**src/rtl/register_file.sv**
```systemverilog
// -----------------------------------------------------------------------------
// register_file
//
// Architectural register file with rename tags for the out-of-order RV32I
// core. Each register x0..x31 holds its retired value plus a busy bit and the
// id of the reorder-buffer entry that will produce its next value.
//
// The reorder buffer writes the file:
//   * launch : at dispatch, tags a destination register with its producer id
//   * commit : at retirement, writes the value and drops the tag if it is
//              still the one the retiring entry owns
//   * clear  : on a pipeline flush, drops every tag and keeps the values
// The decoder reads two operands combinationally.
//
// Optional feature macro: REGFILE_COMMIT_BYPASS_EN
//   defined   : a read that hits a same-cycle commit returns the commit value
//               and, if the commit retires the current producer, busy=0/dep=0
//   undefined : reads show registered state only
//
// Ports
//   clk_in                  system clock
//   rst_in                  synchronous reset, active-high
//   rdy_in                  low => no state changes, read ports stay valid
//   _clear                  pipeline flush from the ROB
//   _rf_launch_ready        allocate a tag
//   _rf_launch_rob_id       producing ROB id (1..31)
//   _rf_launch_register_id  destination register of the launch
//   _rf_commit_ready        retire write
//   _rf_commit_rob_id       retiring ROB id
//   _rf_commit_register_id  destination register of the commit
//   _rf_commit_value        retired value
//   _rf_query_reg_1/2       decoder operand indices
//   _rf_busy_1/2            operand awaits an in-flight producer
//   _rf_dep_1/2             producing ROB id (0 when not busy)
//   _rf_value_1/2           architectural value
// -----------------------------------------------------------------------------
module register_file #(
    parameter int REG_NUM  = 32,
    parameter int ROB_ID_W = 5
) (
    input  logic                       clk_in,
    input  logic                       rst_in,
    input  logic                       rdy_in,

    input  logic                       _clear,

    input  logic                       _rf_launch_ready,
    input  logic [ROB_ID_W-1:0]        _rf_launch_rob_id,
    input  logic [$clog2(REG_NUM)-1:0] _rf_launch_register_id,

    input  logic                       _rf_commit_ready,
    input  logic [ROB_ID_W-1:0]        _rf_commit_rob_id,
    input  logic [$clog2(REG_NUM)-1:0] _rf_commit_register_id,
    input  logic [31:0]                _rf_commit_value,

    input  logic [$clog2(REG_NUM)-1:0] _rf_query_reg_1,
    input  logic [$clog2(REG_NUM)-1:0] _rf_query_reg_2,

    output logic                       _rf_busy_1,
    output logic [ROB_ID_W-1:0]        _rf_dep_1,
    output logic [31:0]                _rf_value_1,

    output logic                       _rf_busy_2,
    output logic [ROB_ID_W-1:0]        _rf_dep_2,
    output logic [31:0]                _rf_value_2
);

    localparam int IDX_W = $clog2(REG_NUM);
    localparam int XLEN  = 32;

    // -------------------------------------------------------------------------
    // State
    // -------------------------------------------------------------------------
    logic [XLEN-1:0]     r_value [REG_NUM];
    logic [REG_NUM-1:0]  r_busy;
    logic [ROB_ID_W-1:0] r_dep   [REG_NUM];

    // -------------------------------------------------------------------------
    // Write qualifiers
    // -------------------------------------------------------------------------
    logic w_commit_en;
    logic w_launch_en;
    logic w_commit_owns_tag;

    // Writes to x0 are discarded here so x0 state never leaves its reset value.
    assign w_commit_en = rdy_in & _rf_commit_ready
                       & (_rf_commit_register_id != '0);

    // A launch in a flush cycle belongs to the squashed path and is dropped.
    assign w_launch_en = rdy_in & _rf_launch_ready & ~_clear
                       & (_rf_launch_register_id != '0);

    // The retiring entry only releases the register if it is still the newest
    // producer; otherwise a younger launch has taken ownership of the tag.
    assign w_commit_owns_tag = r_busy[_rf_commit_register_id]
                             & (r_dep[_rf_commit_register_id] == _rf_commit_rob_id);

    // -------------------------------------------------------------------------
    // Register update
    // -------------------------------------------------------------------------
    always_ff @(posedge clk_in) begin
        if (rst_in) begin
            // NOTE: the value array is reset on purpose -- every read port must
            // show 0 after reset, so this storage cannot be left as plain RAM.
            for (int i = 0; i < REG_NUM; i++) begin
                r_value[i] <= '0;
                r_dep[i]   <= '0;
            end
            r_busy <= '0;
        end else if (rdy_in) begin
            // The commit value is written even during a flush: the retiring
            // instruction is the one that triggered it.
            if (w_commit_en) begin
                r_value[_rf_commit_register_id] <= _rf_commit_value;
            end

            if (_clear) begin
                r_busy <= '0;
                for (int i = 0; i < REG_NUM; i++) begin
                    r_dep[i] <= '0;
                end
            end else begin
                if (w_commit_en && w_commit_owns_tag) begin
                    r_busy[_rf_commit_register_id] <= 1'b0;
                    r_dep[_rf_commit_register_id]  <= '0;
                end
                // NOTE: non-blocking assignments -- when launch and commit hit
                // the same register, the later launch assignment below is the
                // one that lands, so the new tag overrides the tag-clear.
                if (w_launch_en) begin
                    r_busy[_rf_launch_register_id] <= 1'b1;
                    r_dep[_rf_launch_register_id]  <= _rf_launch_rob_id;
                end
            end
        end
    end

    // -------------------------------------------------------------------------
    // Read ports
    // -------------------------------------------------------------------------
    logic [IDX_W-1:0]    w_query [2];
    logic                w_busy  [2];
    logic [ROB_ID_W-1:0] w_dep   [2];
    logic [XLEN-1:0]     w_value [2];

    assign w_query[0] = _rf_query_reg_1;
    assign w_query[1] = _rf_query_reg_2;

    always_comb begin
        for (int p = 0; p < 2; p++) begin
            w_busy[p]  = r_busy[w_query[p]];
            w_dep[p]   = r_dep[w_query[p]];
            w_value[p] = r_value[w_query[p]];

`ifdef REGFILE_COMMIT_BYPASS_EN
            // Forward a same-cycle commit. A same-cycle launch is deliberately
            // not forwarded: the decoder reading in this cycle is older than it.
            if (w_commit_en && (w_query[p] == _rf_commit_register_id)) begin
                w_value[p] = _rf_commit_value;
                if (w_busy[p] && (w_dep[p] == _rf_commit_rob_id)) begin
                    w_busy[p] = 1'b0;
                    w_dep[p]  = '0;
                end
            end
`endif

            // x0 is hard-wired to zero regardless of stored state.
            if (w_query[p] == '0) begin
                w_busy[p]  = 1'b0;
                w_dep[p]   = '0;
                w_value[p] = '0;
            end
        end
    end

    assign _rf_busy_1  = w_busy[0];
    assign _rf_dep_1   = w_dep[0];
    assign _rf_value_1 = w_value[0];

    assign _rf_busy_2  = w_busy[1];
    assign _rf_dep_2   = w_dep[1];
    assign _rf_value_2 = w_value[1];

endmodule
```
**config.mk**
```make
export PLATFORM = sky130hd
export DESIGN_NAME = register_file
export DESIGN_NICKNAME = d
export VERILOG_FILES = /design/src/rtl/register_file.sv
export SDC_FILE = /design/constraint.sdc
export NUM_CORES = 2
export LEC_CHECK = 0
export BUFFER_PORTS_ARGS = -buffer_cell sky130_fd_sc_hd__buf_2
export CAP_MARGIN = 20
export CELL_PAD_IN_SITES_DETAIL_PLACEMENT = 1
export CELL_PAD_IN_SITES_GLOBAL_PLACEMENT = 2
export CORE_MARGIN = 2
export CORE_UTILIZATION = 51
export DETAILED_ROUTE_END_ITERATION = 10
export PLACE_DENSITY_LB_ADDON = 0.2
export SLEW_MARGIN = 20
export SYNTH_ARGS = -nofsm -noshare
export SYNTH_HDL_FRONTEND = slang
export SYNTH_SLANG_ARGS = --single-unit
```
**constraint.sdc**
```tcl
create_clock -name clk_in -period 8 [get_ports clk_in]
set_input_delay 0.8 -clock clk_in [delete_from_list [all_inputs] [get_ports clk_in]]
set_output_delay 0.8 -clock clk_in [all_outputs]
set_load 0.1 [all_outputs]
```
## Word level (Yosys, flattened, before mapping)

Memories as Yosys holds them, arrays and structs flattened.
Cells that the tools add are included.

| cells by class | value |
|---|---|
| order comparisons | 6 |
| eq/ne operators | 1 |
| multiplexer cells | 83 |
| bitwise operators | 42 |
| reduce and logical (&&, ||, !) cells | 10 |

Operators by type and width:

| kind | number |
|---|---|
| $mux W32 | 9 |
| $mux W5 | 39 |
| $and A32 B32 Y32 | 1 |
| $not A32 Y32 | 1 |
| $or A1 B1 Y1 | 32 |
| $or A32 B32 Y32 | 1 |
| $reduce_or A32 Y1 | 1 |
| $mux W1 | 30 |
| $lt A5 B6 Y1 const B | 4 |
| $bmux W1 S5 | 3 |
| $demux W1 S5 | 2 |
| $ge A5 B1 Y1 const B | 2 |
| $logic_not A5 Y1 | 2 |
| $reduce_bool A5 Y1 | 2 |
| $reduce_or A5 Y1 | 2 |
| $and A1 B1 Y1 | 6 |
| $eq A5 B5 Y1 | 1 |
| $logic_and A1 B1 Y1 | 3 |
| $not A1 Y1 | 1 |

| storage, ports and cells | value |
|---|---|
| flip-flop bits (word level) | 32 |
| memory bits (writable) | 1184 |
| input bits | 68 |
| output and inout port bits | 76 |
| word-level logic and storage cells | 145 |
| memories kept | 2 |

Memories:

| memory | words | width | rd ports | clocked after Yosys merged registers in | wr ports | RTL line | source |
|---|---|---|---|---|---|---|---|
| r_value | 32 | 32 | 2 | 0 | 32 | 74 | `logic [XLEN-1:0] r_value [REG_NUM];` |
| r_dep | 32 | 5 | 3 | 0 | 32 | 76 | `logic [ROB_ID_W-1:0] r_dep [REG_NUM];` |

## Longest topological paths before layout

| depth | value |
|---|---|
| depth after elaboration | 13 |
| gate-level depth with buffers | 12 |
| depth with buffers taken out | 8 |

## Worst setup path before layout

No wires, ideal clock.

| timing path | value |
|---|---|
| path type | input-to-output |
| from | input _rf_query_reg_2[0] |
| to | output _rf_dep_2[0] |
| arrival | 3868 ps |
| required time | 7200 ps |
| setup slack | 3332 ps |
| cell stages on the path | 8 |
| path buffers | 5 |
| path through | clkbuf_1 clkbuf_1 buf_1 or4_1 nor2_1 clkbuf_1 buf_1 nor2_1 |

| between the ends | value |
|---|---|
| cells in the longest elaborated chain, start to end | 2 |
| elaborated cells on any way between the ends | 3 |
| those cells by class | mux (1); reduce/logical (1); memory (1) |

RTL lines:

| what | RTL line | source |
|---|---|---|
| start, declared | 57 | `input logic [$clog2(REG_NUM)-1:0] _rf_query_reg_2,` |
| $mem_v2 Z32 W5 / $logic_not A5 Y1 (equally long branches) | - |  |
| $mux W5 (*) | 168 | `if (w_query[p] == '0) begin` |
| end, declared | 64 | `output logic [ROB_ID_W-1:0] _rf_dep_2,` |

Every way passes the cells marked *; elsewhere a longest branch is shown, timed or not.

==> flow_summary.toml <==
[clocking]
clock-sinks = 1216
cts_hold_buf = 0
cts_root_buf = "clkbuf_16"
insertion_delay_ns = 0.80
cts_tree = "yes"
clk_pin_slew_ns = 0.06
cts_buffers = 137
post_cts_buffers = 0
ctsResizeCount = 0
cts_buffer_depth = 3
htree_levels = 4

[critical_path]
startpoint_type = "primary input"
cp.arrival_ns = 5.89
r2r_end = "r_dep[31][1]$_SDFFCE_PN0P_"
required_ns = 8.44
worstSetupPathType = "primary input to flip-flop"
end_kind = "flip-flop"
startpoint = "_rf_commit_register_id[1]"
crit_end = "r_dep[31][3]$_SDFFCE_PN0P_"
r2r_cells = 8
crit_fanout = 64
rr_startpoint = "r_dep[0][3]$_SDFFCE_PN0P_"
rrSetupSlack_ns = 3.35

[synth]
async_flop_share = 0
ys_types = 51
synth_area_per_cell_um2 = 15.6
yosysSeqAreaShare = 0.543
synth-edff-count = 1184
synth.cell_area_um2 = 66700
ys.flop_type = "edfxtp_1"
synth_seq_cells = 1216
synthCells = 4265
yosysWarningCount = 0

[timing]
rsz0062_at_grt = "false"
fin_tns_setup_ns = 0
max_freq_mhz = 183
tightest_slew_ns = 1.15
slew_violations = 0
slew_headroom = 0.233
worst_clock_skew_ns = 0.0247
finalCriticalPeriod_ns = 5.46
hold_violations = 0
setup_viol = 0
period_share = 0.682

[pwr]
power.density_nw_per_um2 = 225
ir_drop_mv = 0.258
p_leak_nw = 25.3

[global_routing]
grt_max_degree = 98
grt_overflow = 0
grt_first_pass_wirelength_um = 346000
antenna_found_initial = 33
grt_pass1_vias = 43100
grt_usage = 0.378

[place]
portBuffers = 143
gp_congestion = 0.977
post_dp_cell_area_um2 = 69200
hpwl_um = 159000

[route]
routed_wirelength_um = 249000
wire_per_inst_um = 41.0
drc = 0
num_vias = 43000
firstDrtPassIters = 6
drt-initial-drc-count = 6979
vias_per_cell = 7.07
antenna_left = 0

[floorplanning]
die_x_um = 366
core_um2 = 130000
start_util = 0.515
dieArea_um2 = 134000
num_io_pins = 144
die_h_um = 366
row_count = 132

[finish]
fillCellCount = 11800
stdcell_area_um2 = 73600
layout-drive-gt1-share = 0.295
syn2layout_area_growth_pct = 10.4
fin_nets = 4294

[job]
drv_cap = 0

[run_status]
status = "finished, final reports clean"

[hold_path]
hold_class = "flip-flop to flip-flop"
==> cell usage in the layout, fill, tap and decap left out, types with 24 or more instances in the layout <==
cell type / count
nor4_1: 30
clkbuf_16: 142
nor2_1: 108
o21ai_1: 31
buf_2: 131
nor2_4: 34
edfxtp_1: 1184
nand2_1: 82
buf_4: 92
mux2i_1: 158
conb_1: 37
and2_1: 1119
or2_2: 28
and3_1: 34
o22ai_1: 40
mux4_2: 767
a21oi_1: 50
clkbuf_1: 29
dfxtp_1: 32
clkinv_1: 24
==> per-stage QoR <==
stage | hold slack [ns] | power, mW | cells | setup slack (ns) | util
global route | 0.503 | 16.9 | 6072 | 2.40 | 0.568
floorplan | 0.416 | 9.31 | 4301 | 3.33 | -
global placement | 0.458 | 10.2 | 5827 | 1.91 | 0.533
finish | 0.474 | 16.6 | 6075 | 2.54 | 0.568
CTS | 0.422 | 16.6 | 6072 | 2.70 | 0.568
detailed placement | 0.473 | 10.2 | 5829 | 1.89 | 0.534
==> sequential cells by signal (all words and copies together) (netlist names) <==
name     flops
r_busy      32
r_value   1024
r_dep      160
==> cell type report <==
class / count / area [um^2] / area share
clock buffer: 173 / 3690 / 0.0501
timing repair buffer: 240 / 1640 / 0.0223
antenna: 3 / 7.51 / 0.000102
clock inverter: 70 / 763 / 0.0104
sequential: 1216 / 36200 / 0.491
multi-input combinational: 2630 / 29200 / 0.396
inverter: 1 / 3.75 / 0.0000510
tap: 1742 / 2180 / 0.0296
==> worst min-delay path by stage <==
stage                           start                 endpoint  slack (ns)  cells after the start
3_3_place_gp   r_busy[0]$_SDFFE_PP0P_   r_busy[0]$_SDFFE_PP0P_        0.46                      2
4_1_cts                        _clear  r_busy[27]$_SDFFE_PP0P_        0.42                      4
6_report       r_busy[0]$_SDFFE_PP0P_   r_busy[0]$_SDFFE_PP0P_        0.47                      2
2_1_floorplan  r_busy[0]$_SDFFE_PP0P_   r_busy[0]$_SDFFE_PP0P_        0.42                      2
3_5_place_dp   r_busy[0]$_SDFFE_PP0P_   r_busy[0]$_SDFFE_PP0P_        0.47                      2
5_1_grt        r_busy[0]$_SDFFE_PP0P_   r_busy[0]$_SDFFE_PP0P_        0.50                      2
==> cells by family after synthesis <==
group / count (synthesis) / share of synthesized area
AO/OA/AOI/OAI: 168 / 0.0146
flip-flops: 1216 / 0.543
other: 1 / 0.0000562
XOR/XNOR: 5 / 0.000657
AND/OR/NAND/NOR: 1494 / 0.133
buffers and inverters: 455 / 0.0267
multiplexers: 926 / 0.283
==> power breakdown <==
| part | switching (mW) | total, mW | leakage [nW] | internal (mW) |
|---|---|---|---|---|
| sequential | 0.246 | 7.58 | 11.6 | 7.33 |
| clock | 2.69 | 6.44 | 2.16 | 3.75 |
| combinational | 1.71 | 2.57 | 11.5 | 0.865 |
==> critical path, stage by stage <==
cell     delay [ns]
buf_4          0.81
buf_4          0.60
mux2i_1        0.29
o22ai_1        0.12
nor4_1         0.30
nand2_1        0.18
xor2_1         0.17
or4_2          1.06
or4_4          0.92
o21ai_1        0.52
==> routing by layer <==
metal,wire [um],vias to the layer above,track usage
met4,9030,16,0.125
met2,112000,2992,0.567
met5,105,-,0
li1,-,16500,-
met3,32900,480,0.119
met1,94200,23000,0.529
==> cells in the mapped netlist (4+ instances only) <==
| cell type | number | share of area |
|---|---|---|
| o21ai_0 | 20 | 0.0015 |
| buf_1 | 74 | 0.0042 |
| buf_2 | 7 | 0.00053 |
| o22ai_1 | 40 | 0.0038 |
| a22oi_1 | 7 | 0.00079 |
| and2_1 | 1119 | 0.10 |
| nor4_1 | 31 | 0.0029 |
| a21oi_1 | 50 | 0.0038 |
| o21ai_1 | 31 | 0.0023 |
| nor2_1 | 144 | 0.0081 |
| and3_1 | 34 | 0.0032 |
| or2_2 | 33 | 0.0031 |
| nand3_1 | 5 | 0.00038 |
| clkbuf_1 | 362 | 0.020 |
| buf_6 | 6 | 0.0010 |
| o311ai_0 | 11 | 0.0014 |
| dfxtp_1 | 32 | 0.0096 |
| nor2b_1 | 4 | 0.00038 |
| nand2_1 | 83 | 0.0047 |
| edfxtp_1 | 1184 | 0.53 |
| or4_1 | 4 | 0.00045 |
| buf_4 | 4 | 0.00045 |
| or4bb_1 | 5 | 0.00084 |
| mux2i_1 | 158 | 0.024 |
| mux4_2 | 767 | 0.26 |
| nor3_1 | 9 | 0.00068 |
Note: power is estimated with default switching activity, not from simulation.
